==> config.mk <==
export PLATFORM = sky130hd
export DESIGN_NAME = seg_scan_decoder
export DESIGN_NICKNAME = d
export VERILOG_FILES = /design/src/rtl/seg_scan_pkg.sv /design/src/rtl/seg7_to_hex.sv /design/src/rtl/seg_scan_decoder.sv
export SDC_FILE = /design/constraint.sdc
export NUM_CORES = 1
export LEC_CHECK = 0
export CAP_MARGIN = 20
export CORE_ASPECT_RATIO = 0.75
export CORE_MARGIN = 4
export CORE_UTILIZATION = 58
export DETAILED_ROUTE_END_ITERATION = 16
export PLACE_DENSITY_LB_ADDON = 0.2
export SETUP_SLACK_MARGIN = 0.2
export SLEW_MARGIN = 0
export SYNTH_ARGS = -nofsm -noshare
export SYNTH_HDL_FRONTEND = slang
export SYNTH_HIERARCHICAL = 1
export SYNTH_SLANG_ARGS = --single-unit
==> constraint.sdc <==
create_clock -name clk -period 7.6 [get_ports clk]
set_clock_uncertainty 0.1 [all_clocks]
set_input_delay 1.9 -clock clk [delete_from_list [all_inputs] [get_ports clk]]
set_output_delay 1.9 -clock clk [all_outputs]
set_load 0.02 [all_outputs]
==> src/rtl/seg_scan_pkg.sv <==
// seg_scan_pkg: shared types and constants for the seven-segment scan decoder.
//   state_e   - capture FSM states
//   scan_t    - one registered {anode, led} sample
//   seg_dec_t - glyph decode result {hit, blank, value}
//   GLYPH_0..GLYPH_F, SEG_BLANK - active-low segment patterns, led[0]=a .. led[6]=g
package seg_scan_pkg;

  typedef enum logic [1:0] {
    ST_IDLE   = 2'd0,
    ST_SETTLE = 2'd1,
    ST_LOCKED = 2'd2
  } state_e;

  typedef struct packed {
    logic [3:0] anode;
    logic [6:0] led;
  } scan_t;

  typedef struct packed {
    logic       hit;
    logic       blank;
    logic [3:0] value;
  } seg_dec_t;

  // Active-low glyphs (0 = segment lit); b and d are the lowercase shapes.
  localparam logic [6:0] GLYPH_0 = 7'h40;
  localparam logic [6:0] GLYPH_1 = 7'h79;
  localparam logic [6:0] GLYPH_2 = 7'h24;
  localparam logic [6:0] GLYPH_3 = 7'h30;
  localparam logic [6:0] GLYPH_4 = 7'h19;
  localparam logic [6:0] GLYPH_5 = 7'h12;
  localparam logic [6:0] GLYPH_6 = 7'h02;
  localparam logic [6:0] GLYPH_7 = 7'h78;
  localparam logic [6:0] GLYPH_8 = 7'h00;
  localparam logic [6:0] GLYPH_9 = 7'h10;
  localparam logic [6:0] GLYPH_A = 7'h08;
  localparam logic [6:0] GLYPH_B = 7'h03;
  localparam logic [6:0] GLYPH_C = 7'h46;
  localparam logic [6:0] GLYPH_D = 7'h21;
  localparam logic [6:0] GLYPH_E = 7'h06;
  localparam logic [6:0] GLYPH_F = 7'h0E;
  localparam logic [6:0] SEG_BLANK = 7'h7F;

  localparam logic [15:0][6:0] GLYPH_TAB = {
    GLYPH_F, GLYPH_E, GLYPH_D, GLYPH_C, GLYPH_B, GLYPH_A, GLYPH_9, GLYPH_8,
    GLYPH_7, GLYPH_6, GLYPH_5, GLYPH_4, GLYPH_3, GLYPH_2, GLYPH_1, GLYPH_0
  };

  // Input register reset value: no digit selected, all segments dark.
  localparam scan_t SCAN_RST = '{anode: 4'hF, led: SEG_BLANK};

endpackage

==> src/rtl/seg7_to_hex.sv <==
// seg7_to_hex: combinational seven-segment glyph decoder.
//   led_i [6:0] - active-low segments, led_i[0]=a .. led_i[6]=g
//   dec_o       - {hit: matches a 0-F glyph, blank: all dark, value: hex digit}
module seg7_to_hex
  import seg_scan_pkg::*;
(
  input  logic [6:0] led_i,
  output seg_dec_t   dec_o
);

  always_comb begin
    dec_o       = '0;
    dec_o.blank = (led_i == SEG_BLANK);
    for (int i = 0; i < 16; i++) begin
      if (led_i == GLYPH_TAB[i]) begin
        dec_o.hit   = 1'b1;
        dec_o.value = 4'(i);
      end
    end
  end

endmodule

==> src/rtl/seg_scan_decoder.sv <==
// seg_scan_decoder: recovers four hex digits from a multiplexed seven-segment
// display scan (active-low anodes and segments).
//   clk, rst_n      - clock, synchronous active-low reset
//   led [6:0]       - segment lines, active-low, led[0]=a .. led[6]=g
//   anode [3:0]     - digit selects, active-low, anode[0]=rightmost digit
//   digits [15:0]   - captured values, digit n in [4n+3:4n]
//   digit_valid [3:0] - digit n holds a currently valid decode
//   frame_done      - pulse when all four digits captured since last pulse
//   code_err        - pulse on capture of an unknown glyph
//   multi_err       - pulse on capture with more than one anode low
// Optional build macro SEG_SCAN_TIMEOUT_EN adds per-digit staleness counters
// that drop digit_valid after TIMEOUT_CYCLES cycles without a refresh.
module seg_scan_decoder
  import seg_scan_pkg::*;
#(
  parameter int unsigned STABLE_CYCLES  = 4,
  parameter int unsigned TIMEOUT_CYCLES = 100000
) (
  input  logic        clk,
  input  logic        rst_n,
  input  logic [6:0]  led,
  input  logic [3:0]  anode,
  output logic [15:0] digits,
  output logic [3:0]  digit_valid,
  output logic        frame_done,
  output logic        code_err,
  output logic        multi_err
);

  scan_t           samp_q, prev_q;
  state_e          state_q;
  logic [7:0]      cnt_q;
  logic [3:0][3:0] digits_q, digits_d;
  logic [3:0]      valid_q, valid_d;
  logic [3:0]      seen_q, seen_d;
  logic            fd_q, fd_d, ce_q, ce_d, me_q, me_d;

  logic [3:0]      an_n, cap_mask, tmo_hit;
  logic [1:0]      idx;
  logic            chg, idle_pat, one_hot, capture;
  seg_dec_t        dec;

  seg7_to_hex u_dec (
    .led_i (samp_q.led),
    .dec_o (dec)
  );

  assign an_n     = ~samp_q.anode;
  assign chg      = (samp_q != prev_q);
  assign idle_pat = (an_n == 4'd0);
  assign one_hot  = !idle_pat && ((an_n & (an_n - 4'd1)) == 4'd0);
  // Capture fires on the one cycle the counter sits at STABLE_CYCLES-1 while
  // still settling; afterwards the FSM is LOCKED so a held pattern never repeats.
  assign capture  = (state_q == ST_SETTLE) && !chg && !idle_pat &&
                    (cnt_q == 8'(STABLE_CYCLES - 1));
  assign cap_mask = (capture && one_hot) ? an_n : 4'd0;

  always_comb begin
    idx = 2'd0;
    for (int i = 0; i < 4; i++)
      if (an_n[i]) idx = 2'(i);
  end

`ifdef SEG_SCAN_TIMEOUT_EN
  localparam int TMO_W = $clog2(TIMEOUT_CYCLES + 1);
  for (genvar n = 0; n < 4; n++) begin : g_tmo
    logic [TMO_W-1:0] tmo_q;
    always_ff @(posedge clk) begin
      if (!rst_n)                                   tmo_q <= '0;
      else if (cap_mask[n])                         tmo_q <= '0;
      else if (tmo_q != TMO_W'(TIMEOUT_CYCLES))     tmo_q <= tmo_q + TMO_W'(1);
    end
    // A capture of this digit in the same cycle refreshes it instead.
    assign tmo_hit[n] = !cap_mask[n] && (tmo_q == TMO_W'(TIMEOUT_CYCLES - 1));
  end
`else
  logic unused_tmo;
  assign unused_tmo = |32'(TIMEOUT_CYCLES);
  assign tmo_hit    = 4'd0;
`endif

  always_comb begin
    digits_d = digits_q;
    valid_d  = valid_q & ~tmo_hit;
    seen_d   = seen_q & ~tmo_hit;
    fd_d     = 1'b0;
    ce_d     = 1'b0;
    me_d     = 1'b0;
    if (capture) begin
      if (!one_hot) begin
        me_d = 1'b1;
      end else if (dec.hit) begin
        digits_d[idx] = dec.value;
        valid_d       = valid_d | cap_mask;
        seen_d        = seen_d | cap_mask;
        if (seen_d == 4'hF) begin
          fd_d   = 1'b1;
          seen_d = 4'd0;
        end
      end else begin
        // Blank and unknown glyphs both invalidate; only unknown is an error.
        valid_d = valid_d & ~cap_mask;
        ce_d    = !dec.blank;
      end
    end
  end

  always_ff @(posedge clk) begin
    if (!rst_n) begin
      samp_q   <= SCAN_RST;
      prev_q   <= SCAN_RST;
      state_q  <= ST_IDLE;
      cnt_q    <= 8'd0;
      digits_q <= '0;
      valid_q  <= 4'd0;
      seen_q   <= 4'd0;
      fd_q     <= 1'b0;
      ce_q     <= 1'b0;
      me_q     <= 1'b0;
    end else begin
      samp_q   <= {anode, led};
      prev_q   <= samp_q;
      digits_q <= digits_d;
      valid_q  <= valid_d;
      seen_q   <= seen_d;
      fd_q     <= fd_d;
      ce_q     <= ce_d;
      me_q     <= me_d;
      if (idle_pat) begin
        state_q <= ST_IDLE;
        cnt_q   <= 8'd0;
      end else if (chg) begin
        state_q <= ST_SETTLE;
        cnt_q   <= 8'd0;
      end else begin
        if (cnt_q < 8'(STABLE_CYCLES)) cnt_q <= cnt_q + 8'd1;
        if (capture)                   state_q <= ST_LOCKED;
      end
    end
  end

  assign digits      = digits_q;
  assign digit_valid = valid_q;
  assign frame_done  = fd_q;
  assign code_err    = ce_q;
  assign multi_err   = me_q;

endmodule

==> summary.md, run 1 <==
| Metric | Value |
|---|---|
| Min-delay src | cnt_q[7]$_SDFFE_PP0N_ |
| Most frequent cells in the layout | dfxtp_1 (59), clkdlybuf4s50_1 (35), nand2_1 (31) |
| Hold path endpoint | cnt_q[7]$_SDFFE_PP0N_ |
| IO Count | 36 |
| Synth Area in Simple Gates | 27.2% |
| Maximum clock frequency | between 200 and 300 MHz |
| Die width | roughly 85 um |
| Final setup viols | 0 |
| Share of layout cells above drive strength 1 | 10.3% |
| Max cap viols | 0 |
| Postcts setup bufs | 0 |
| First-pass GRT wire length | 8.58 mm |
| Slew Limit Fails | 0 |
| Synthesis-stage register bit count | approximately 60 |
| Synth Area in Adders | less than 1% |
| Fin nets | 309 |
| Critical path required time | approximately 7.8 ns |
| Hold Vio Cnt, Final | 0 |
| Resized cells post-CTS | 0 |
| Initial antenna violation count | 0 |
| Minimum clock period | 3.35 ns |
| Core Region | around 0.0042 sq mm |
| CTS sink count | just under 60 |
| Area share of the largest cell type after synthesis | between 40% and 50% |
| Critical Path End Type | register |
| Power Total | between 0.6 and 0.7 mW |
| Post-route cell area | around 0.0031 sq mm |
| Mux cell area share after synthesis | approximately 6.9% |
| Hold Buf Count CTS | 0 |
| R2R Path End | seen_q[0]$_SDFFE_PN0P_ |
| Ant diodes | 0 |
| FFs w/ async S/R, synth | 0% |
| Die footprint | around 0.0056 sq mm |
| Tcrit/Tclk final | around 44% |
| Worst VDD drop | around 0.15 mV |
| Outcome | completed |
| Slew @ Worst Pin | a little under 0.6 ns |
| Startpoint types | input pin |
| Worst skew pair latency | ~0.32 ns |
| Global route overflow | 0 |
| Unrepaired setup endpoints after global routing | false |
| Prevailing post-synth register cell | dfxtp_1 |
| GRT Total Usage | around a fifth |
| Power per standard cell area | roughly 220 mW/mm^2 |
| Compound-cell area share of the yosys netlist | 9.41% |
| DR WL/cell | between 10 and 15 um |
| TritonCTS buffer count | 9 |
| Clock slew seen by the registers of the worst setup and hold paths | approximately 0.060 ns |
| Hold depth | 1 |
| Worst r2r path cells | 8 |
| H-tree levels | 3 |
| Largest family of logic cells by synthesized area | simple AND/OR/NAND/NOR gates |
| Number of buffers added on ports | 35 |
| R2r startpoint | samp_q[3]$_SDFF_PN1_ |
| Unique masters post-synth | 54 |
| Synth Area in XOR/XNOR | ~4.7% |
| Synth Cell Area | ~0.0026 sq mm |
| Fin Setup TNS | 0 ns |
| CTS Buffer Depth | 2 |
| Routability congestion estimate | between 0.9 and 1 |
| Largest net degree at the start of global routing | between 50 and 60 |
| Mean number of vias per cell | 5.55 |
| Vias in the first global route | 1854 |
| Max FO, Critical Path | 50 |
| Layout area overhead | 20.5% |
| Relative slew margins | between 60% and 70% |
| Syn nets | about 280 |
| Top post-synthesis cells by area | dfxtp_1 (46%), mux2i_1 (6.9%), nand2b_1 (5.6%) |
| Crit Path Category | in -> reg |
| DP HPWL | 3.51 mm |
| Via count | ~2000 |
| Leakage power | about 1.2 nW |
| Core Rows | 20 |
| R2R setup slack | about 4.6 ns |
| Mapped Cells | 264 |
| Dominant cell type by area after synthesis | dfxtp_1 |
| Syn_area_per_cell | between 9 and 10 sq um |
| DP Area | 0.00290 sq mm |
| DRT Wirelength | approximately 5 mm |
| Worst min-delay path class | reg -> reg |
| ANT nets after route | 0 |
| Initial DRC Count | 176 |
| DRC | 0 |
| CTS tree | built |
| CP Data Arrival Time | between 3 and 4 ns |
| Commonest non-fill, non-tap cell in the layout | dfxtp_1 |
| DR pass1 iterations | 4 |
| Sequential share of the synthesized area | between 40 and 50% |
| Yosys warns | 6 |
| Die height | 65.9 um |
| Number of synthesized flops with an enable pin | 0 |
| Fin util | roughly 75% |
| Root Driver | clkbuf_8 |
| Worst hold slack | around 0.35 ns |
| Initial Util | about 62% |
## cells by family after synthesis
group	Yosys count
xor gates and xnor gates	14
muxes	18
and+or+nand+nor	120
AOI/OAI and AO/OA	30
DFF	59
buffers and inverters	22
adders and majority gates	1
## per-layer routing
metal  GRT usage [%]  wire [um]
met5               0          0
met1            24.7       2540
met2            30.7       2230
met3            6.60        312
met4            8.70         70
## state kept, by name, summed over array words and instances, names as in the netlist, named ones only
register    cells
prev_q         11
seen_q          4
frame_done      1
samp_q         11
cnt_q           8
code_err        1
state_q         2
digits         16
multi_err       1
## stage by stage
step | instances | setup WS [ns]
finish | 355 | 4.25
global route | 355 | 4.13
CTS | 355 | 4.26
detailed placement | 339 | 3.93
global placement | 339 | 3.95
floorplan | 264 | 4.72
## cell usage after synthesis, types with 4 or more instances
cell      count
dfxtp_1      59
xor2_1       11
and2_1        6
a21oi_1       6
nand2b_1     23
nand2_1      31
nor3_1        8
buf_6         4
nor2_1       14
clkbuf_1      4
inv_1         6
nor4_1        4
nand4_1       4
mux2i_1      18
## worst max-delay path by stage
stage          start               endpoint
2_1_floorplan  rst_n               register
3_3_place_gp   rst_n    code_err$_SDFF_PP0_
3_5_place_dp   rst_n    code_err$_SDFF_PP0_
4_1_cts        rst_n    code_err$_SDFF_PP0_
5_1_grt        rst_n  cnt_q[2]$_SDFFE_PP0N_
6_report       rst_n  frame_done$_SDFF_PN0_
## final cells by class
| type | instances | area (sq um) |
|---|---|---|
| clock buffers | 12 | 155 |
| well taps | 55 | 68.8 |
| multi-input cells | 183 | 1260 |
| inverters | 6 | 22.5 |
| fillers | 302 | 1060 |
| repair buffers | 36 | 358 |
| flip-flops and latches | 59 | 1180 |
| clock inverters | 4 | 72.6 |
## critical path: stages
cell and delay [ns]:
clkdlybuf4s50_1 0.45, buf_4 0.41, inv_1 0.09, or4_1 0.54, nor2_1 0.10
## power breakdown
part / switching [mW] / internal [mW] / total [mW] / leakage, nW
clock network: 0.117 / 0.202 / 0.319 / 0.113
logic: 0.0165 / 0.0173 / 0.0338 / 0.589
registers: 0.0112 / 0.315 / 0.326 / 0.481
No activity file was read; power rests on OpenSTA's default activity.
==> inputs of run 2 (changes only) <==
CORE_UTILIZATION = 49   (was 58)
clock period = 2.8 ns   (was 7.6 ns; I/O delays follow)
==> summary.md, run 2 (synthesized netlist as in run 1, its figures left out) <==
| Metric | Value |
|---|---|
| Net load switching power | roughly 0.39 mW |
| Core Region | 0.00501 sq mm |
| Unrepaired setup endpoints after global routing | true |
| Hold Vio Cnt, Final | 0 |
| Buf+Inv Stages, Crit Path | 0 |
| Vias in the first global route | between 1500 and 2000 |
| Number of buffers added on ports | 35 |
| Die width | around 90 um |
| CP Depth | 8 |
| Int Power | approximately 1.3 mW |
| Tcrit/Tclk final | between 90% and 100% |
| Critical-path cell list | or3b_4 > a2111oi_4 > a21oi_2 > nand4_1 > and3_4 > nand4_4 > or3_4 > mux2i_1 |
| CP Data Arrival Time | ~2.6 ns |
| Critical path required time | between 2 and 3 ns |
| CP startpoint | samp_q[0]$_SDFF_PN1_ |
| Share of layout cells above drive strength 1 | ~17% |
| Initial Util | about half |
| Core Rows | 22 |
| Most frequent cells in the layout | dfxtp_1 (54), clkdlybuf4s50_1 (35), nand2_1 (31) |
| Layout area overhead | 25.8% |
| Initial antenna violation count | 0 |
| First-pass GRT wire length | between 8 and 9 mm |
| Leakage power | 1.23 nW |
| Max FO, Critical Path | 12 |
| H-tree levels | 3 |
| DRT Wirelength | approximately 5.3 mm |
| Max cap viols | 0 |
| Mean number of vias per cell | around 5.2 |
| Clk pwr share | a little over two fifths |
| Combinational fraction of design power | under 10% |
| Max reg flops | 16 |
| Maximum clock frequency | between 300 and 400 MHz |
| Worst skew pair latency | approximately 0.33 ns |
| Largest net degree at the start of global routing | 26 |
| Fin util | about two thirds |
| Power per standard cell area | approximately 530 mW/mm^2 |
| IO Count | 36 |
| Die height | between 70 and 80 um |
| Die footprint | ~0.0065 sq mm |
| Slew @ Worst Pin | between 0.5 and 0.6 ns |
| Outcome | completed |
| TritonCTS buffer count | 9 |
| Root Driver | clkbuf_8 |
| Crit Path Category | reg -> reg |
| DP HPWL | 3.65 mm |
| CTS sink count | 59 |
| FILL cells | 435 |
| CP max-delay cell | or3_4 |
| CTS tree | built |
| CTS Buffer Depth | 2 |
| Critical Path End Type | register |
| Fin nets | between 300 and 400 |
| Via count | ~2000 |
| Sequential Power Share | between 50% and 60% |
| R2r startpoint | samp_q[0]$_SDFF_PN1_ |
| Worst r2r path cells | 8 |
| DR pass1 iterations | 4 |
| Commonest non-fill, non-tap cell in the layout | dfxtp_1 |
| Cell family with most CP delay | simple AND/OR/NAND/NOR gates |
| Worst VDD drop | slightly above 0.4 mV |
| Startpoint types | register |
| Fin Setup TNS | 0 ns |
| Worst min-delay path class | reg -> reg |
| Slew Limit Fails | 0 |
| Ant diodes | 0 |
| Minimum clock period | around 2.5 ns |
| DRC | 0 |
| Crit path to | digits[13]$_SDFFE_PN0P_ |
| Initial DRC Count | around 110 |
| R2R Path End | digits[13]$_SDFFE_PN0P_ |
| Clock slew seen by the registers of the worst setup and hold paths | around 0.06 ns |
| GRT Total Usage | 16.8% |
| Largest stage delay, worst path | around 0.44 ns |
| Switch share | around 22% |
| R2R setup slack | roughly 0.27 ns |
| DR WL/cell | about 14 um |
| ANT nets after route | 0 |
| Global route overflow | 0 |
| Routability congestion estimate | between 0.8 and 0.9 |
| Relative slew margins | 66.4% |
| Final setup viols | 0 |
[run 2: repair_timing]
action | in CTS | in global routing
hold buffers | 0 | 0
cloned | 0 | 0
pin swaps | 2 | 5
setup endpoints to repair | 12 | 14
setup buffers | 0 | 4
resized for setup | 9 | 6
[run 2: worst min path at each step]
stage	startpoint	end	depth (start not counted)
finish	cnt_q[6]$_SDFFE_PP0N_	cnt_q[6]$_SDFFE_PP0N_	1
global route	cnt_q[6]$_SDFFE_PP0N_	cnt_q[6]$_SDFFE_PP0N_	1
CTS	seen_q[0]$_SDFFE_PN0P_	seen_q[0]$_SDFFE_PN0P_	2
detailed placement	cnt_q[6]$_SDFFE_PP0N_	cnt_q[6]$_SDFFE_PP0N_	1
global placement	cnt_q[6]$_SDFFE_PP0N_	cnt_q[6]$_SDFFE_PP0N_	1
floorplan	cnt_q[7]$_SDFFE_PP0N_	cnt_q[7]$_SDFFE_PP0N_	1
[run 2: layout make-up]
| cell class | count | area, sq um | share of cell area, % |
|---|---|---|---|
| Timing Repair Buffer | 50 | 463 | 14.2 |
| Tap cell | 72 | 90.1 | 2.76 |
| Sequential cell | 59 | 1190 | 36.6 |
| Clock inverter | 3 | 40.0 | 1.23 |
| Clock buffer | 11 | 141 | 4.33 |
| Multi-Input combinational cell | 183 | 1310 | 40.2 |
| Inverter | 6 | 22.5 | 0.690 |
[run 2: stage by stage]
stage / instance area (sq um) / setup slack [ns] / hold slack (ns) / total power [mW] / cells
after global placement: 2990 / 0.197 / 0.334 / 1.00 / 366
after floorplan: 2590 / 0.243 / 0.321 / 0.969 / 264
after global routing: 3260 / 0.184 / 0.374 / 1.79 / 384
after CTS: 3200 / 0.209 / 0.357 / 1.73 / 380
final: 3260 / 0.274 / 0.350 / 1.72 / 384
after detailed placement: 2990 / 0.0691 / 0.338 / 1.00 / 366
[run 2: metal layers]
layer	track usage, %	routed length, um	part of all wire (%)
met4	5.93	60	1.1
met2	23.5	2220	42
met1	23.7	2700	51
met5	0	0	0
met3	6.27	341	6.4
[run 2: power groups by stage]
stage	logic (mW)	registers (mW)	clock network [mW]
after global routing	0.124	0.882	0.782
final	0.113	0.879	0.727
after global placement	0.105	0.896	0
after detailed placement	0.104	0.898	0
after CTS	0.106	0.880	0.747
after floorplan	0.0837	0.886	0
==> inputs of run 3 (changes only) <==
CAP_MARGIN = default   (was 20)
==> results of run 3 <==
No change in the layout: final DEF, timing and power equal those of run 2.
